==> src/rtl/sessao_votos_if.sv <==
// Voter-side bus of the voting-session controller: session start, per-voter
// request/vote/grant lanes and the tally results.
interface sessao_votos_if;
  logic       inicio;
  logic [2:0] req;
  logic [2:0] voto;
  logic [2:0] ack;
  logic [2:0] V;
  logic [2:0] votou;
  logic       ocupado;
  logic       pronto;
  logic [1:0] contagem;
  logic       aprovado;
  logic       timeout;

  modport master (
    output inicio, req, voto,
    input  ack, V, votou, ocupado, pronto, contagem, aprovado, timeout
  );

  modport slave (
    input  inicio, req, voto,
    output ack, V, votou, ocupado, pronto, contagem, aprovado, timeout
  );
endinterface

==> src/rtl/sessao_votos.sv <==
// Three-voter session controller: round-robin vote collection with a
// collection-window timer, followed by a one-cycle tally of the ballot vector.
module sessao_votos #(
  parameter int unsigned TIMEOUT = 15,
  parameter int unsigned W_TMO   = 8
) (
  input logic           clk,
  input logic           rst,
  sessao_votos_if.slave bus
);
  typedef enum logic [1:0] {OCIOSO, COLETA, APURA} state_e;

  state_e           state_q, state_d;
  logic [1:0]       ptr_q, ptr_d;
  logic [W_TMO-1:0] timer_q, timer_d;
  logic [2:0]       ack_q, ack_d;
  logic [2:0]       v_q, v_d;
  logic [2:0]       votou_q, votou_d;
  logic [1:0]       contagem_q, contagem_d;
  logic             ocupado_q, ocupado_d;
  logic             pronto_q, pronto_d;
  logic             aprovado_q, aprovado_d;
  logic             timeout_q, timeout_d;

  logic [2:0] elig;
  logic [2:0] gnt;
  logic       last_tick;

  // A voter that already voted drops out of arbitration even if req lingers.
  assign elig      = bus.req & ~votou_q;
  assign last_tick = (timer_q == W_TMO'(TIMEOUT - 1));

  always_comb begin
    gnt = 3'b000;
    case (ptr_q)
      2'd1: begin
        if      (elig[1]) gnt = 3'b010;
        else if (elig[2]) gnt = 3'b100;
        else if (elig[0]) gnt = 3'b001;
      end
      2'd2: begin
        if      (elig[2]) gnt = 3'b100;
        else if (elig[0]) gnt = 3'b001;
        else if (elig[1]) gnt = 3'b010;
      end
      default: begin
        if      (elig[0]) gnt = 3'b001;
        else if (elig[1]) gnt = 3'b010;
        else if (elig[2]) gnt = 3'b100;
      end
    endcase
  end

  always_comb begin
    // NOTE: every _d gets a hold/default value first so no path infers a latch.
    state_d    = state_q;
    ptr_d      = ptr_q;
    timer_d    = timer_q;
    ack_d      = 3'b000;
    v_d        = v_q;
    votou_d    = votou_q;
    contagem_d = contagem_q;
    aprovado_d = aprovado_q;
    timeout_d  = timeout_q;

    case (state_q)
      OCIOSO: begin
        if (bus.inicio) begin
          state_d    = COLETA;
          ptr_d      = 2'd0;
          timer_d    = '0;
          v_d        = 3'b000;
          votou_d    = 3'b000;
          contagem_d = 2'd0;
          aprovado_d = 1'b0;
          timeout_d  = 1'b0;
        end
      end
      COLETA: begin
        timer_d = timer_q + W_TMO'(1);
        ack_d   = gnt;
        v_d     = (v_q & ~gnt) | (bus.voto & gnt);
        votou_d = votou_q | gnt;
        if      (gnt[0]) ptr_d = 2'd1;
        else if (gnt[1]) ptr_d = 2'd2;
        else if (gnt[2]) ptr_d = 2'd0;
        // A grant on the final timer cycle still counts before timeout is judged.
        if (votou_d == 3'b111 || last_tick) begin
          state_d   = APURA;
          timeout_d = (votou_d != 3'b111);
        end
      end
      APURA: begin
        contagem_d = 2'(v_q[0]) + 2'(v_q[1]) + 2'(v_q[2]);
        aprovado_d = contagem_d[1];
        state_d    = OCIOSO;
      end
      default: state_d = OCIOSO;
    endcase

    ocupado_d = (state_d != OCIOSO);
    pronto_d  = (state_q == APURA);
  end

  always_ff @(posedge clk) begin
    // NOTE: state registers use non-blocking assignments only.
    if (rst) begin
      state_q    <= OCIOSO;
      ptr_q      <= 2'd0;
      timer_q    <= '0;
      ack_q      <= 3'b000;
      v_q        <= 3'b000;
      votou_q    <= 3'b000;
      contagem_q <= 2'd0;
      ocupado_q  <= 1'b0;
      pronto_q   <= 1'b0;
      aprovado_q <= 1'b0;
      timeout_q  <= 1'b0;
    end else begin
      state_q    <= state_d;
      ptr_q      <= ptr_d;
      timer_q    <= timer_d;
      ack_q      <= ack_d;
      v_q        <= v_d;
      votou_q    <= votou_d;
      contagem_q <= contagem_d;
      ocupado_q  <= ocupado_d;
      pronto_q   <= pronto_d;
      aprovado_q <= aprovado_d;
      timeout_q  <= timeout_d;
    end
  end

  assign bus.ack      = ack_q;
  assign bus.V        = v_q;
  assign bus.votou    = votou_q;
  assign bus.contagem = contagem_q;
  assign bus.ocupado  = ocupado_q;
  assign bus.pronto   = pronto_q;
  assign bus.aprovado = aprovado_q;
  assign bus.timeout  = timeout_q;
endmodule

==> src/flat_wrapper.sv <==
// flat-port wrapper written by rule: the top's interface ports become plain ports
module sessao_votos_flat 
#(
  parameter int unsigned TIMEOUT = 15,
  parameter int unsigned W_TMO   = 8
)
  (clk, rst, bus_inicio, bus_req, bus_voto, bus_ack, bus_V, bus_votou, bus_ocupado, bus_pronto, bus_contagem, bus_aprovado, bus_timeout);
  sessao_votos_if bus_i ();
  input logic clk;
  input logic rst;
  input wire logic [$bits(bus_i.inicio)-1:0] bus_inicio;
  input wire logic [$bits(bus_i.req)-1:0] bus_req;
  input wire logic [$bits(bus_i.voto)-1:0] bus_voto;
  output wire logic [$bits(bus_i.ack)-1:0] bus_ack;
  output wire logic [$bits(bus_i.V)-1:0] bus_V;
  output wire logic [$bits(bus_i.votou)-1:0] bus_votou;
  output wire logic [$bits(bus_i.ocupado)-1:0] bus_ocupado;
  output wire logic [$bits(bus_i.pronto)-1:0] bus_pronto;
  output wire logic [$bits(bus_i.contagem)-1:0] bus_contagem;
  output wire logic [$bits(bus_i.aprovado)-1:0] bus_aprovado;
  output wire logic [$bits(bus_i.timeout)-1:0] bus_timeout;
  assign bus_i.inicio = bus_inicio;
  assign bus_i.req = bus_req;
  assign bus_i.voto = bus_voto;
  assign bus_ack = bus_i.ack;
  assign bus_V = bus_i.V;
  assign bus_votou = bus_i.votou;
  assign bus_ocupado = bus_i.ocupado;
  assign bus_pronto = bus_i.pronto;
  assign bus_contagem = bus_i.contagem;
  assign bus_aprovado = bus_i.aprovado;
  assign bus_timeout = bus_i.timeout;
  sessao_votos #(.TIMEOUT(TIMEOUT), .W_TMO(W_TMO)) u_core (.clk(clk), .rst(rst), .bus(bus_i));
endmodule
==> config.mk <==
export PLATFORM = sky130hd
export DESIGN_NAME = sessao_votos_flat
export DESIGN_NICKNAME = d
export VERILOG_FILES = /design/src/rtl/sessao_votos_if.sv /design/src/rtl/sessao_votos.sv /design/src/flat_wrapper.sv
export SDC_FILE = /design/constraint.sdc
export NUM_CORES = 1
export LEC_CHECK = 0
export ABC_AREA = 1
export CORE_UTILIZATION = 46
export CTS_BUF_LIST = sky130_fd_sc_hd__clkbuf_8 sky130_fd_sc_hd__clkbuf_16
export DETAILED_ROUTE_END_ITERATION = 16
export PLACE_DENSITY = 0.75
export SLEW_MARGIN = 20
export SYNTH_ARGS = -nofsm -noshare
export SYNTH_HDL_FRONTEND = slang
export SYNTH_SLANG_ARGS = --single-unit
==> constraint.sdc <==
create_clock -name clk -period 1.5 [get_ports clk]
set_input_delay 0.3 -clock clk [delete_from_list [all_inputs] [get_ports clk]]
set_output_delay 0.3 -clock clk [all_outputs]
set_load 0.02 [all_outputs]
# [Word-level counts from Yosys, hierarchy flattened]
# Cells that the tools add are included.
# Widths: inputs -> output; s select.
[classes] muxes=28 n_reduce_logical=10 bitwise_logic=8 addsub=3 eq_ne=10
[ops] op="$mux 3" count=8
[ops] op="$pmux 3 s2" count=3
[ops] op="$pmux 8 s2" count=1
[ops] op="$mux 2" count=7
[ops] op="$pmux 2 s2" count=3
[ops] op="$and 3x3->3" count=3
[ops] op="$add 8x1->8 const B" count=1
[ops] op="$eq 8x4->1 const B" count=1
[ops] op="$mux 8" count=1
[ops] op="$not 3->3" count=2
[ops] op="$or 3x3->3" count=2
[ops] op="$reduce_and 3->1" count=2
[ops] op="$reduce_bool 2->1" count=3
[ops] op="$eq 2x1->1 const B" count=2
[ops] op="$eq 2x2->1 const B" count=2
[ops] op="$ne 4x1->1 const B" count=1
[ops] op="$pmux 1 s2" count=2
[ops] op="$reduce_and 2->1" count=2
[ops] op="$eq 3x3->1 const B" count=1
[ops] op="$mux 1" count=3
[ops] op="$ne 3x3->1 const B" count=1
[ops] op="$add 1x1->2" count=1
[ops] op="$add 2x1->2" count=1
[ops] op="$logic_not 2->1" count=1
[ops] op="5 further kinds" count=5
[totals] register_bits=27 elab_cells=70

# [Logic depth before layout (Yosys ltp)]
# Gate-level depths: netlist of run 1.
[depth] ltp_word=12 mapped_depth=13

# [Least setup slack after synthesis of run 1]
# No wires, ideal clock.
[synth_timing] path_kind="register to register" from="reg u_core.ptr_q[0]" to="reg u_core.timeout_q (netlist: u_core.bus.timeout)" path_slack_ns=0.050 path_stages_with_launch=12 synth_period_minus_slack_ns=1.450 t_required_ns=1.388 arrival_time_ns=1.337 path_cell_list="dfxtp_1 > inv_1 > ha_1 > inv_1 > nand2_1 > nand3_1 > nand2_1 > nand3_2 > nand3_1 > nand2_1 > nand2_1 > nand2_1"
[synth_between] elab_chain_cells=7 elab_cells_between_ends=11 cone_classes="eq/ne (5); mux (3); bitwise (1); reduce/logical (2)"
[synth_rtl] element="start: declaration" line="sessao_votos.sv:14" text="logic [1:0] ptr_q, ptr_d;"
[synth_rtl] element="start signal: assignment" line="sessao_votos.sv:121" text="ptr_q <= ptr_d;"
[synth_rtl] element="$eq 2x2->1 or $eq 2x1->1 (tied branches)" line="sessao_votos.sv:35" text="case (ptr_q)"
[synth_rtl] element="$pmux 3 s2 *" line="sessao_votos.sv:35"
[synth_rtl] element="$or 3x3->3 *" line="sessao_votos.sv:83" text="votou_d = votou_q | gnt;"
[synth_rtl] element="$eq 3x3->1" line="sessao_votos.sv:88" text="if (votou_d == 3'b111 || last_tick) begin"
[synth_rtl] element="$logic_or 1x1->1" line="sessao_votos.sv:88"
[synth_rtl] element="$ne 2x1->1 (no line)"
[synth_rtl] element="$reduce_and 3->1 (no line)"
[synth_rtl] element="end signal: assignment" line="sessao_votos.sv:130" text="timeout_q <= timeout_d;"
[synth_rtl] element="end: declaration" line="sessao_votos.sv:23" text="logic timeout_q, timeout_d;"
# Every way passes the cells marked *; elsewhere a longest branch is shown, timed or not. The select of a mux whose other input is x is not followed.
# A chain may end at the register's enable or synchronous reset.

# [Worst setup path after layout of run 1]
[layout_timing] from="reg u_core.ptr_q[0]" to="reg u_core.state_q[1]"
[layout_between] elab_chain_cells=7 elab_cells_between_ends=8 cone_classes="eq/ne (3); mux (3); bitwise (1); reduce/logical (1)"
[layout_rtl] element="$eq 2x2->1 or $eq 2x1->1 (tied branches)" line="sessao_votos.sv:35"
[layout_rtl] element="$pmux 3 s2 *" line="sessao_votos.sv:35"
[layout_rtl] element="$or 3x3->3 *" line="sessao_votos.sv:83"
[layout_rtl] element="$eq 3x3->1 *" line="sessao_votos.sv:88"
[layout_rtl] element="$logic_or 1x1->1 *" line="sessao_votos.sv:88"
[layout_rtl] element="$mux 2 *" line="sessao_votos.sv:88"
[layout_rtl] element="$pmux 2 s2 *" line="sessao_votos.sv:66" text="case (state_q)"
[layout_rtl] element="end signal: assignment" line="sessao_votos.sv:120" text="state_q <= state_d;"
[layout_rtl] element="end: declaration" line="sessao_votos.sv:13" text="state_e state_q, state_d;"
# Every way passes the cells marked *; elsewhere a longest branch is shown, timed or not.

==> results of run 1 <==
==> registers in the layout, indices dropped and copies added, names as in the netlist <==
register / cells
u_core.timer_q: 8
u_core.bus.V: 3
u_core.bus.ack: 3
u_core.bus.votou: 3
u_core.ptr_q: 2
u_core.state_q: 2
u_core.bus.aprovado: 1
u_core.bus.contagem: 1
u_core.bus.ocupado: 1
u_core.bus.pronto: 1
u_core.bus.timeout: 1
==> how the worst min path moves through the flow <==
stage / start / to / slack, ps / depth (start not counted)
floorplan: bus_voto[0] / u_core.bus.V[0]$_SDFFE_PP0P_ / 420 / 2
global placement: u_core.timer_q[7]$_SDFFE_PP0P_ / u_core.timer_q[7]$_SDFFE_PP0P_ / 450 / 2
detailed placement: u_core.timer_q[7]$_SDFFE_PP0P_ / u_core.timer_q[7]$_SDFFE_PP0P_ / 470 / 2
CTS: u_core.timer_q[7]$_SDFFE_PP0P_ / u_core.timer_q[7]$_SDFFE_PP0P_ / 480 / 2
global route: u_core.timer_q[7]$_SDFFE_PP0P_ / u_core.timer_q[7]$_SDFFE_PP0P_ / 500 / 2
finish: u_core.timer_q[7]$_SDFFE_PP0P_ / u_core.timer_q[7]$_SDFFE_PP0P_ / 480 / 2
==> power groups by stage <==
stage / combinational (mW) / clock, mW / sequential [mW]
2_1_floorplan: 0.138 / 0 / 0.752
3_3_place_gp: 0.262 / 0 / 0.739
3_5_place_dp: 0.266 / 0 / 0.740
4_1_cts: 0.283 / 0.464 / 0.724
5_1_grt: 0.317 / 0.496 / 0.727
6_report: 0.289 / 0.449 / 0.724
==> stage by stage <==
stage / instance area [um^2] / cells
final: 1780 / 237
after detailed placement: 1650 / 231
after CTS: 1750 / 236
after global placement: 1650 / 231
after floorplan: 1290 / 164
after global routing: 1780 / 237
==> cell type report <==
type | count | area, um^2
Inverter | 28 | 105
Timing Repair Buffer | 43 | 380
Sequential cell | 26 | 523
Clock buffer | 4 | 55.1
Multi-Input combinational cell | 106 | 682
Fill cell | 205 | 785
Tap cell | 30 | 37.5
==> worst max-delay path: cells and delay by family, from the launching register on <==
kind / cells / cell delay (ps)
flip-flops: 1 / 340
adder cells (fa/ha/maj): 1 / 260
AO/OA/AOI/OAI: 1 / 110
AND/OR/NAND/NOR: 6 / 460
buffers and inverters: 3 / 230
==> layer usage <==
layer | routed length [um] | vias up | GRT usage | share of wire
li1 | - | 608 | - | -
met5 | 0 | - | 0 | 0
met3 | 95 | 5 | 0.0333 | 0.035
met2 | 1360 | 21 | 0.378 | 0.50
met4 | 57 | 0 | 0.103 | 0.021
met1 | 1220 | 569 | 0.260 | 0.45
==> timing repair <==
action,4_1_cts,5_1_grt
setup buffers,1,1
pin swaps,5,1
setup endpoints to repair,16,14
gates resized for setup,22,10
==> logic make-up (layout without fill, tap and decap cells) <==
group / after synthesis / count (layout) / share of synthesized area
simple gates: 78 / 78 / 0.315
buf+inv: 32 / 75 / 0.111
flops: 26 / 26 / 0.405
compound gates: 23 / 23 / 0.115
fa+ha+maj: 5 / 5 / 0.0545
==> placed cells by master, fill, tap and decap left out, types with 2 or more instances in the layout <==
cell,n
clkdlybuf4s50_1,8
o21ai_1,3
clkbuf_8,4
inv_2,6
a211oi_1,2
nor2_2,7
o311a_1,2
o21ai_0,3
inv_1,22
nor3b_1,2
dfxtp_2,2
nor2_4,4
dlymetal6s2s_1,5
a32o_1,2
a21oi_1,7
dlygate4sd2_1,10
buf_4,20
nand2_2,5
ha_1,3
nand3_1,6
nand3_4,2
nor2_1,10
nand2_1,35
dfxtp_1,24
==> impl_metrics.toml, run 1 <==
[timing]
whs_ps = 477
setup_viol = 0
fin_crit_sh = 0.984
period_minus_slack_ps = 1480
hold_violations = 0
tightest_slew_ps = 350
fin_tns_setup_ps = 0
fin_skew_ps = 5.32
relSlewSlack = 0.766
slew_viol_final = 0
rsz0062_at_grt = "true"
setup_slack_ps = 23.4
fmax_mhz = 677

[logic_synthesis]
avgSynthCellArea_um2 = 7.84
yosys.area.top_type = "dfxtp_1"
synth-async-reset-ratio = 0
netlist.area_leader.share = 0.405
synth_edf_count = 0
yosys-top-cells-count = "nand2_1, dfxtp_1, inv_1"
yosys-top-cells-area = "dfxtp_1, nand2_1, inv_1"
synth.most_common_cell = "nand2_1"
ys.warnings.count = 0
syn_inst = 164
ys_seq_area_frac = 0.405
synthFlopType = "dfxtp_1"
syn_area_mm2 = 0.00129
ys_ff_latch = 26
syn_nets = 178
synthDistinctLibCells = 31

[clock_tree]
worstSkewPairLatency_ps = 270
cts_tree = "yes"
holdBufCountCts = 0
cts.path.max_buffers = 2
cts_made_buffers = 3
cts_root_buf = "clkbuf_8"
cts-htree-levels = 1
cts_sinks = 26
clk_pin_slew_ps = 90

[floorplanning]
ios = 24
die_h_um = 54.9
dieArea_mm2 = 0.00301
core.rowCount = 18
coreArea_mm2 = 0.00257
start_util = 0.501
die_w_um = 54.9

[pwr]
power_mw = 1.46
netSwitchingPower_mw = 0.387
p_seq_frac = 0.495
internal_power_mw = 1.08
power.share.clock = 0.307
switching_share = 0.265
leakagePower_nw = 0.893
p_per_area_mw_per_mm2 = 820
p_comb_frac = 0.198
ir_drop_mv = 0.709

[global_route]
grt_pass1_vias = 1087
grt_pass1_wl_um = 4590
overflow = 0
grt_antenna_before_repair = 0
grt_start_max_net_pins = 15
grt_usage = 0.219

[final_layout]
drive_above_1_share = 0.280
n_antenna_cell = 0
final_nets = 222
syn2layout_area_growth_pct = 38.6
utilization = 0.694

[placement]
port_buffers = 23
dp_hpwl_um = 2090
gp_congestion = 0.791
post-place-ws_ps = -204

[run_status]
status = "complete, no violations"

[routing]
viasPerCell = 5.08
drt_iter0_markers = 12
ant_nets = 0
routed_wl_um = 2740
drc_errors = 0
wl_per_cell_um = 11.5
drt_first_pass_iters = 5
vias = 1203

[hold_path]
hp-class = "reg2reg"

[critical_path]
crit_path_max_fanout = 4
end_kind = "register"
slowest_stage = "dfxtp_2"
worstRegToRegCells = 11
critical_path.endpoint = "u_core.state_q[1]$_SDFF_PP0_"
cp-startpoint = "u_core.ptr_q[0]$_SDFFE_PP0P_"
r2r_start = "u_core.ptr_q[0]$_SDFFE_PP0P_"
start_kind = "register"
slowest_delay_ps = 340
timing.critical_path.cells = "inv_2 > ha_4 > inv_1 > nand2_2 > nand2_1 > nand2_1 > nand2_2 > nand2_2 > nand3_4 > buf_4 > a21oi_1"
cp.arrival_ps = 1680
ff2ff_setup_slack_ps = 20
r2r-end = "u_core.state_q[1]$_SDFF_PP0_"
crit_top_cell = "nand2_2"
critical_path_class = "reg2reg"
crit_required_ps = 1700

[run]
maxCapViolCount = 0
(Power assumes the default switching activity.)
==> run 2, diff against run 1 <==
CORE_ASPECT_RATIO = 1.75   (was unset)
HOLD_SLACK_MARGIN = 0.12   (was unset)
==> impl_metrics.toml, run 2 (synthesized netlist as in run 1, its figures left out) <==
[hold_path]
hold_depth = 2
hp-class = "reg2reg"

[timing]
whs_ps = 468
setup_slack_ps = -37.7
slew_viol_final = 0
fin_skew_ps = 6.75
fin_tns_setup_ps = -37.7
tightest_slew_ps = 273
fmax_mhz = 650
period_minus_slack_ps = 1540
setup_viol = 1
fin_crit_sh = 1.03
relSlewSlack = 0.818
rsz0062_at_grt = "true"
hold_violations = 0

[final_layout]
n_antenna_cell = 0
utilization = 0.677
layout_commonest_cell = "nand2_1"
multi_input_area_um2 = 731
drive_above_1_share = 0.335
largest_register_ffs = 8
final_nets = 221
final_cell_mix = "nand2_1, dfxtp_1, inv_1"
syn2layout_area_growth_pct = 41.6
ff_latch_area_um2 = 524
regMostFlops = "u_core.timer_q"
final_cells = 233
fillers = 225
fin_area_mm2 = 0.00182

[clock_tree]
cts_root_buf = "clkbuf_8"
cts-htree-levels = 1
cts_sinks = 26
cts_made_buffers = 3
cts_tree = "yes"
clk_pin_slew_ps = 90
worstSkewPairLatency_ps = 270
cts.path.max_buffers = 2

[pwr]
leakagePower_nw = 0.889
p_seq_frac = 0.484
p_comb_frac = 0.211
internal_power_mw = 1.09
switching_share = 0.276
power.share.clock = 0.306
power_mw = 1.50
p_per_area_mw_per_mm2 = 824
netSwitchingPower_mw = 0.415
ir_drop_mv = 0.711

[global_route]
grt_usage = 0.213
overflow = 0
grt_antenna_before_repair = 0
grt_start_max_net_pins = 15
grt_pass1_wl_um = 5010
grt_pass1_vias = 1212

[placement]
placed_cells = 226
gp_congestion = 0.793
placed_area_mm2 = 0.00163
port_buffers = 23
post-place-ws_ps = -283
dp_hpwl_um = 2230

[run_status]
status = "complete, but fails checks"
violations = "setup timing"

[floorplanning]
die_w_um = 42.0
dieArea_mm2 = 0.00302
start_util = 0.478
core.rowCount = 25
ios = 24
die_h_um = 72.0
coreArea_mm2 = 0.00269

[critical_path]
worstRegToRegCells = 9
start_kind = "register"
crit_required_ps = 1690
critical_path_class = "reg2reg"
cp.arrival_ps = 1730
end_kind = "register"
crit_path_max_fanout = 4

[run]
maxCapViolCount = 0

[routing]
viasPerCell = 5.22
wl_per_cell_um = 13.4
routed_wl_um = 3130
vias = 1217
ant_nets = 0
drt_iter0_markers = 21
drc_errors = 0
drt_first_pass_iters = 4
==> run 2: changes by cell type in the layout (fill, tap and decap cells not counted), moves of 2 or more <==
cell / before / now
nand2_1: 35 / 27
nand2_2: 5 / 10
nand2_4: 1 / 4
nand3_1: 6 / 4
nand3_2: 1 / 3
==> run 2: repair_timing <==
action                                  in CTS  in global routing
gates cloned                                 0                  0
buffers inserted                             0                  3
hold buffers                                 0                  0
pin swaps                                    1                 11
resized for setup                           19                 29
endpoints found under the setup margin      18                 12
==> run 2: power by group through the flow <==
stage | registers [mW] | logic (mW) | clock network [mW]
after floorplan | 0.752 | 0.138 | 0
after global placement | 0.740 | 0.253 | 0
after detailed placement | 0.741 | 0.260 | 0
after CTS | 0.725 | 0.268 | 0.459
after global routing | 0.730 | 0.344 | 0.477
final | 0.726 | 0.316 | 0.459
==> run 2: final cells by class <==
cell class | count | share of cell area
inverter | 28 | 0.0591
tap | 27 | 0.0185
clock buffer | 4 | 0.0302
sequential | 26 | 0.288
timing repair buffer | 42 | 0.203
multi-input combinational | 106 | 0.401
==> run 2: path summary, 6_finish.rpt <==
kind / slack, ps / to / start
max reg2reg: -40 / u_core.ptr_q[0]$_SDFFE_PP0P_ / u_core.ptr_q[0]$_SDFFE_PP0P_
min reg2reg: 470 / u_core.timer_q[7]$_SDFFE_PP0P_ / u_core.timer_q[7]$_SDFFE_PP0P_
min: 470 / u_core.timer_q[7]$_SDFFE_PP0P_ / u_core.timer_q[7]$_SDFFE_PP0P_
max: -40 / u_core.ptr_q[0]$_SDFFE_PP0P_ / u_core.ptr_q[0]$_SDFFE_PP0P_
==> run 2: critical path, stage by stage (launching register included) <==
cell and delay (ps):
dfxtp_2 330, buf_4 130, ha_1 200, nand2_1 90
nand2_2 70, nand3_2 120, nand2_1 70, nand2_1 110
nand3_2 130, o21ai_2 210
==> run 2: layer usage <==
metal	track usage	share of wire	up-vias
li1	-	-	605
met1	0.217	0.36	582
met2	0.413	0.58	21
met3	0.0299	0.024	9
met4	0.100	0.034	0
met5	0	0	-
==> run 3, diff against run 2 <==
ABC_CLOCK_PERIOD_IN_PS = 1500   (was unset)
==> results of run 3 <==
Final layout, timing and power as in run 2 (identical DEF).
